===== src/rtl/cpu7_exu_pkg.sv =====
// cpu7_exu_pkg: shared widths, writeback request type and r0 constant for the EXU writeback path.
package cpu7_exu_pkg;
   localparam int DW = 32;
   localparam int AW = 5;
   localparam logic [AW-1:0] REG_ZERO = '0;
   typedef struct packed {
      logic          valid;
      logic [AW-1:0] waddr;
      logic [DW-1:0] wdata;
   } wb_req_t;
endpackage


===== src/rtl/cpu7_exu_rr2.sv =====
// cpu7_exu_rr2: two-requester round-robin arbiter; slot_cnt is how many grants may be issued this cycle.
module cpu7_exu_rr2 (
   input  logic       clk,
   input  logic       rst,
   input  logic [1:0] req,
   input  logic [1:0] slot_cnt,
   output logic [1:0] gnt
);
   logic rr_q, rr_d;
   always_comb begin
      gnt  = (slot_cnt == 2'd0) ? 2'b00 :
             (&req && slot_cnt == 2'd1) ? (rr_q ? 2'b10 : 2'b01) : req;
      // after a contended single grant, favour the loser (gnt[0] set means requester 1 lost)
      rr_d = (&req && ^gnt) ? gnt[0] : rr_q;
   end
   always_ff @(posedge clk or posedge rst) begin
      if (rst) rr_q <= 1'b0;
      else     rr_q <= rr_d;
   end
endmodule


===== src/rtl/cpu7_exu_wbarb.sv =====
// cpu7_exu_wbarb: merges ALU, LSU and MUL/DIV results onto the two register-file write ports, one registered stage.
// Define CPU7_WB_PERF_EN to add 32-bit per-source stall counters.
module cpu7_exu_wbarb
   import cpu7_exu_pkg::*;
#(
   parameter int DW = cpu7_exu_pkg::DW,
   parameter int AW = cpu7_exu_pkg::AW
) (
   input  logic          clk,
   input  logic          rst,
   input  logic          alu_valid,
   input  logic [AW-1:0] alu_waddr,
   input  logic [DW-1:0] alu_wdata,
   input  logic          lsu_valid,
   output logic          lsu_ready,
   input  logic [AW-1:0] lsu_waddr,
   input  logic [DW-1:0] lsu_wdata,
   input  logic          mul_valid,
   output logic          mul_ready,
   input  logic [AW-1:0] mul_waddr,
   input  logic [DW-1:0] mul_wdata,
   output logic          wen1,
   output logic [AW-1:0] waddr1,
   output logic [DW-1:0] wdata1,
   output logic          wen2,
   output logic [AW-1:0] waddr2,
   output logic [DW-1:0] wdata2
`ifdef CPU7_WB_PERF_EN
   ,
   output logic [31:0]   perf_lsu_stall,
   output logic [31:0]   perf_mul_stall
`endif
);
   wb_req_t alu_r, lsu_r, mul_r, p1_d, p2_d, p1_q, p2_q;
   logic [1:0] gnt;
   assign alu_r = {alu_valid, alu_waddr, alu_wdata};
   assign lsu_r = {lsu_valid, lsu_waddr, lsu_wdata};
   assign mul_r = {mul_valid, mul_waddr, mul_wdata};
   cpu7_exu_rr2 u_rr (
      .clk      (clk),
      .rst      (rst),
      .req      ({mul_valid, lsu_valid}),
      .slot_cnt (alu_valid ? 2'd1 : 2'd2),
      .gnt      (gnt)
   );
   assign lsu_ready = gnt[0] & ~rst;
   assign mul_ready = gnt[1] & ~rst;
   // port 1 carries MUL only when the ALU is idle and both long-latency sources won
   always_comb begin
      p1_d       = alu_valid ? alu_r : mul_r;
      p1_d.valid = alu_valid | (&gnt);
      p2_d       = gnt[0] ? lsu_r : mul_r;
      p2_d.valid = |gnt;
   end
   always_ff @(posedge clk or posedge rst) begin
      if (rst) begin
         p1_q <= '0;
         p2_q <= '0;
      end else begin
         p1_q.valid <= p1_d.valid && p1_d.waddr != REG_ZERO;
         p2_q.valid <= p2_d.valid && p2_d.waddr != REG_ZERO;
         if (p1_d.valid) {p1_q.waddr, p1_q.wdata} <= {p1_d.waddr, p1_d.wdata};
         if (p2_d.valid) {p2_q.waddr, p2_q.wdata} <= {p2_d.waddr, p2_d.wdata};
      end
   end
   assign wen1   = p1_q.valid;
   assign waddr1 = p1_q.waddr;
   assign wdata1 = p1_q.wdata;
   assign wen2   = p2_q.valid;
   assign waddr2 = p2_q.waddr;
   assign wdata2 = p2_q.wdata;
`ifdef CPU7_WB_PERF_EN
   logic [31:0] perf_lsu_q, perf_mul_q;
   always_ff @(posedge clk or posedge rst) begin
      if (rst) begin
         perf_lsu_q <= '0;
         perf_mul_q <= '0;
      end else begin
         perf_lsu_q <= perf_lsu_q + 32'(lsu_valid & ~lsu_ready);
         perf_mul_q <= perf_mul_q + 32'(mul_valid & ~mul_ready);
      end
   end
   assign perf_lsu_stall = perf_lsu_q;
   assign perf_mul_stall = perf_mul_q;
`endif
endmodule


===== config.mk =====
export PLATFORM = sky130hd
export DESIGN_NAME = cpu7_exu_wbarb
export DESIGN_NICKNAME = d
export VERILOG_FILES = /design/src/rtl/cpu7_exu_pkg.sv /design/src/rtl/cpu7_exu_rr2.sv /design/src/rtl/cpu7_exu_wbarb.sv
export SDC_FILE = /design/constraint.sdc
export NUM_CORES = 1
export LEC_CHECK = 0
export ABC_CLOCK_PERIOD_IN_PS = 2700
export BUFFER_PORTS_ARGS = -buffer_cell sky130_fd_sc_hd__buf_2
export CAP_MARGIN = 20
export CORE_UTILIZATION = 41
export CTS_CLUSTER_SIZE = 12
export DETAILED_ROUTE_END_ITERATION = 7
export MAX_ROUTING_LAYER = met4
export PLACE_DENSITY_LB_ADDON = 0.1
export SYNTH_ARGS = -nofsm -noshare
export SYNTH_HDL_FRONTEND = slang
export SYNTH_SLANG_ARGS = --single-unit

===== constraint.sdc =====
create_clock -name clk -period 2.7 [get_ports clk]
set_input_delay 0.81 -clock clk [delete_from_list [all_inputs] [get_ports clk]]
set_output_delay 0.81 -clock clk [all_outputs]
set_load 0.03 [all_outputs]

==> load_flow_metrics.sql <==
INSERT INTO impl_metrics (metric_group, metric, value, unit) VALUES
('cells_and_area', 'layout.nets', '700', ''),
('floorplanning', 'initial_utilization', '0.4312', ''),
('clock_tree', 'numClockSinks', '77', ''),
('power_and_ir_drop', 'power.switching_fraction', '0.3706', ''),
('worst_setup_path', 'worst_r2r_startpoint', 'u_rr.rr_q', ''),
('grt', 'via_count_of_the_first_global_routing_pass', '3812', ''),
('outcome', 'run_status', 'complete, no violations', ''),
('detailed_routing', 'detail_route.drc_violations', '0', ''),
('yosys', 'synth_edf_count', '0', ''),
('clock_tree', 'tritoncts.num_buffers', '9', ''),
('clock_tree', 'cts_root_buf', 'clkbuf_8', ''),
('floorplanning', 'die_area', '0.009741', 'mm2'),
('timing', 'final_cycle_utilization_of_the_critical_path', '0.8990', ''),
('cells_and_area', 'ff_latch_area', '0.001927', 'mm2'),
('clock_tree', 'post_cts.repair.setup_buffers', '0', ''),
('timing', 'timing.final.max_slew_violations', '0', ''),
('timing', 'setup_total_negative_slack', '0', 'ps'),
('yosys', 'synth.ff_latch_count', '77', ''),
('yosys', 'synth_nets', '519', ''),
('floorplanning', 'die_x', '98.70', 'um'),
('cells_and_area', 'final_design_area_no_fill', '0.005070', 'mm2'),
('timing', 'layout_min_cycle_time', '2427', 'ps'),
('power_and_ir_drop', 'power_report.internal_total', '2.123', 'mW'),
('power_and_ir_drop', 'comb_power_share', '0.334', ''),
('worst_setup_path', 'crit-reg2reg-capture', 'wdata1[20]', ''),
('clock_tree', 'clock_tree_from_tritoncts', 'built', ''),
('cells_and_area', 'nFillCells', '824', ''),
('detailed_routing', 'final_antenna_violating_net_count', '0', ''),
('timing', 'fmaxAchievable', '412.0', 'MHz'),
('hold_path', 'worstHoldPathType', 'input pin to asynchronous set/reset pin', ''),
('power_and_ir_drop', 'highest_ir_drop_seen_on_vdd', '0.2993', 'mV'),
('cells_and_area', 'fin_util', '0.5702', ''),
('grt', 'grt_antenna_before_repair', '0', ''),
('job', 'maxCapViolCount', '0', ''),
('power_and_ir_drop', 'p_per_area', '665.4', 'mW/mm2'),
('detailed_routing', 'post_drt_via_cell_ratio', '5.355', ''),
('power_and_ir_drop', 'p_leak', '2.386', 'nW'),
('worst_setup_path', 'worst_ep_arrival_time', '1620', 'ps'),
('power_and_ir_drop', 'tot_pwr', '3.373', 'mW'),
('timing', 'rsz0062_at_grt', 'false', ''),
('floorplanning', 'pin_count', '194', ''),
('floorplanning', 'core_box_area', '0.008891', 'mm2'),
('clock_tree', 'worst_setup_hold_path_clk_slew', '80', 'ps'),
('power_and_ir_drop', 'p_sw', '1.250', 'mW'),
('clock_tree', 'clock_path_buffers', '2', ''),
('yosys', 'yosysWarningCount', '0', ''),
('clock_tree', 'cts.htree.levels', '3', ''),
('placement', 'port_buffers', '193', ''),
('worst_setup_path', 'critical_path.startpoint', 'mul_valid', ''),
('placement', 'hpwlAfterDp', '8.048', 'mm'),
('timing', 'slew-limit-headroom', '0.6858', ''),
('grt', 'maximum_number_of_pins_on_one_net_before_global_route_repair', '47', ''),
('worst_setup_path', 'category_of_the_most_critical_setup_path', 'input pin to output pin', ''),
('yosys', 'synth.avg_cell_area', '9.560', 'um2'),
('detailed_routing', 'wl_per_cell', '16.46', 'um'),
('clock_tree', 'number_of_resized_instances_in_the_post_cts_repair_step', '0', ''),
('floorplanning', 'die_height', '98.70', 'um'),
('detailed_routing', 'drt_iter0_markers', '132', ''),
('power_and_ir_drop', 'seq_power_share', '0.421', ''),
('detailed_routing', 'detail_route.first_pass.iterations', '4', ''),
('grt', 'track_usage', '0.2508', ''),
('yosys', 'ys_types', '33', ''),
('cells_and_area', 'multiInputGateArea', '0.001699', 'mm2'),
('timing', 'tightestPinTransition', '470.4', 'ps'),
('cells_and_area', 'insertedDiodeCount', '0', ''),
('power_and_ir_drop', 'power_frac_clock', '0.246', ''),
('yosys', 'ys_seq_area_frac', '0.5026', ''),
('timing', 'report.final.setup_viol', '0', ''),
('worst_setup_path', 'reg2reg_depth', '7', ''),
('detailed_routing', 'via_count', '3711', ''),
('grt', 'grt_first_pass_wirelength', '18.55', 'mm');
## cells in the final DEF (no fill, tap or decap), types with 2 or more instances in the layout
cell type / Yosys / routed
mux2i_1: 36 / 36
nor2b_1: 37 / 37
a21oi_1: 38 / 38
buf_2: 10 / 193
clkbuf_8: 0 / 9
buf_4: 4 / 14
nand2_1: 38 / 38
a31oi_1: 37 / 37
o211ai_1: 2 / 2
ha_2: 0 / 2
buf_12: 0 / 2
o21ai_0: 70 / 70
dfrtp_1: 77 / 77
clkinvlp_4: 0 / 2
inv_1: 3 / 2
nor2_1: 4 / 4
o21ai_1: 3 / 3
## kinds of logic after synthesis
| family | synth area share |
|---|---|
| and+or+nand+nor | 0.1165 |
| adders and majority gates | 0.006526 |
| DFF | 0.5026 |
| AOI/OAI and AO/OA | 0.2206 |
| buffers and inverters | 0.05679 |
| muxes | 0.09693 |
## worst max-delay path: stages
cell	delay [ps]
buf_2	130
and3_4	180
nor2_1	150
inv_2	70
nor2_1	80
buf_2	200
## synth_stat cells, types with 2 or more instances
| master | n | area [um2] |
|---|---|---|
| buf_4 | 4 | 30.03 |
| o21ai_1 | 3 | 15.01 |
| nor2_1 | 4 | 15.01 |
| nor2b_1 | 37 | 231.5 |
| a21oi_1 | 38 | 190.2 |
| inv_1 | 3 | 11.26 |
| clkbuf_1 | 17 | 63.81 |
| dfrtp_1 | 77 | 1927 |
| o211ai_1 | 2 | 15.01 |
| nand2_1 | 38 | 142.6 |
| buf_2 | 10 | 50.05 |
| a31oi_1 | 37 | 231.5 |
| mux2i_1 | 36 | 360.4 |
| buf_6 | 3 | 33.78 |
| o21ai_0 | 70 | 350.3 |
| nand3_1 | 2 | 10.01 |
| clkbuf_2 | 2 | 10.01 |
| buf_1 | 2 | 7.510 |
| ha_1 | 2 | 25.02 |
## flip-flops by register name, summed over array words and instances (netlist names)
| name | count |
|---|---|
| wdata2 | 32 |
| u_rr.rr_q | 1 |
| wen2 | 1 |
| wdata1 | 32 |
| waddr1 | 5 |
| waddr2 | 5 |
| wen1 | 1 |
## per-stage QoR
| stage | hold slack (ps) | setup slack (ps) | std cells |
|---|---|---|---|
| 2_1_floorplan | 507.8 | 48.63 | 401 |
| 3_3_place_gp | 500.1 | 287.7 | 679 |
| 3_5_place_dp | 514.0 | 269.0 | 679 |
| 4_1_cts | 492.4 | 265.4 | 693 |
| 5_1_grt | 515.6 | 201.3 | 693 |
| 6_report | 500.4 | 272.6 | 693 |
## power by group through the flow
stage          Clock [mW]  Sequential (mW)  Combinational (mW)
4_1_cts             0.857             1.42                1.13
3_3_place_gp            0             1.43                1.11
3_5_place_dp            0             1.44                1.13
2_1_floorplan           0             1.77               0.408
5_1_grt             0.912             1.44                1.22
6_report            0.829             1.42                1.13
## how the worst max path moves through the flow
| stage | end | depth (start not counted) |
|---|---|---|
| 2_1_floorplan | lsu_ready | 6 |
| 6_report | lsu_ready | 6 |
| 4_1_cts | lsu_ready | 6 |
| 3_5_place_dp | lsu_ready | 6 |
| 3_3_place_gp | lsu_ready | 6 |
| 5_1_grt | lsu_ready | 6 |
## routing by layer
layer	wire, um	track usage
met5	0	-
met4	192	0.09874
met3	649	0.04255
met2	5424	0.3971
met1	5137	0.3224
## cell type report
| class | instances | share of cell area |
|---|---|---|
| sequential | 77 | 0.3801 |
| multi-input combinational | 281 | 0.3351 |
| timing repair buffer | 209 | 0.2192 |
| tap | 108 | 0.02665 |
| clock buffer | 10 | 0.02517 |
| clock inverter | 4 | 0.01012 |
| inverter | 4 | 0.003702 |
(Power assumes the default switching activity.)
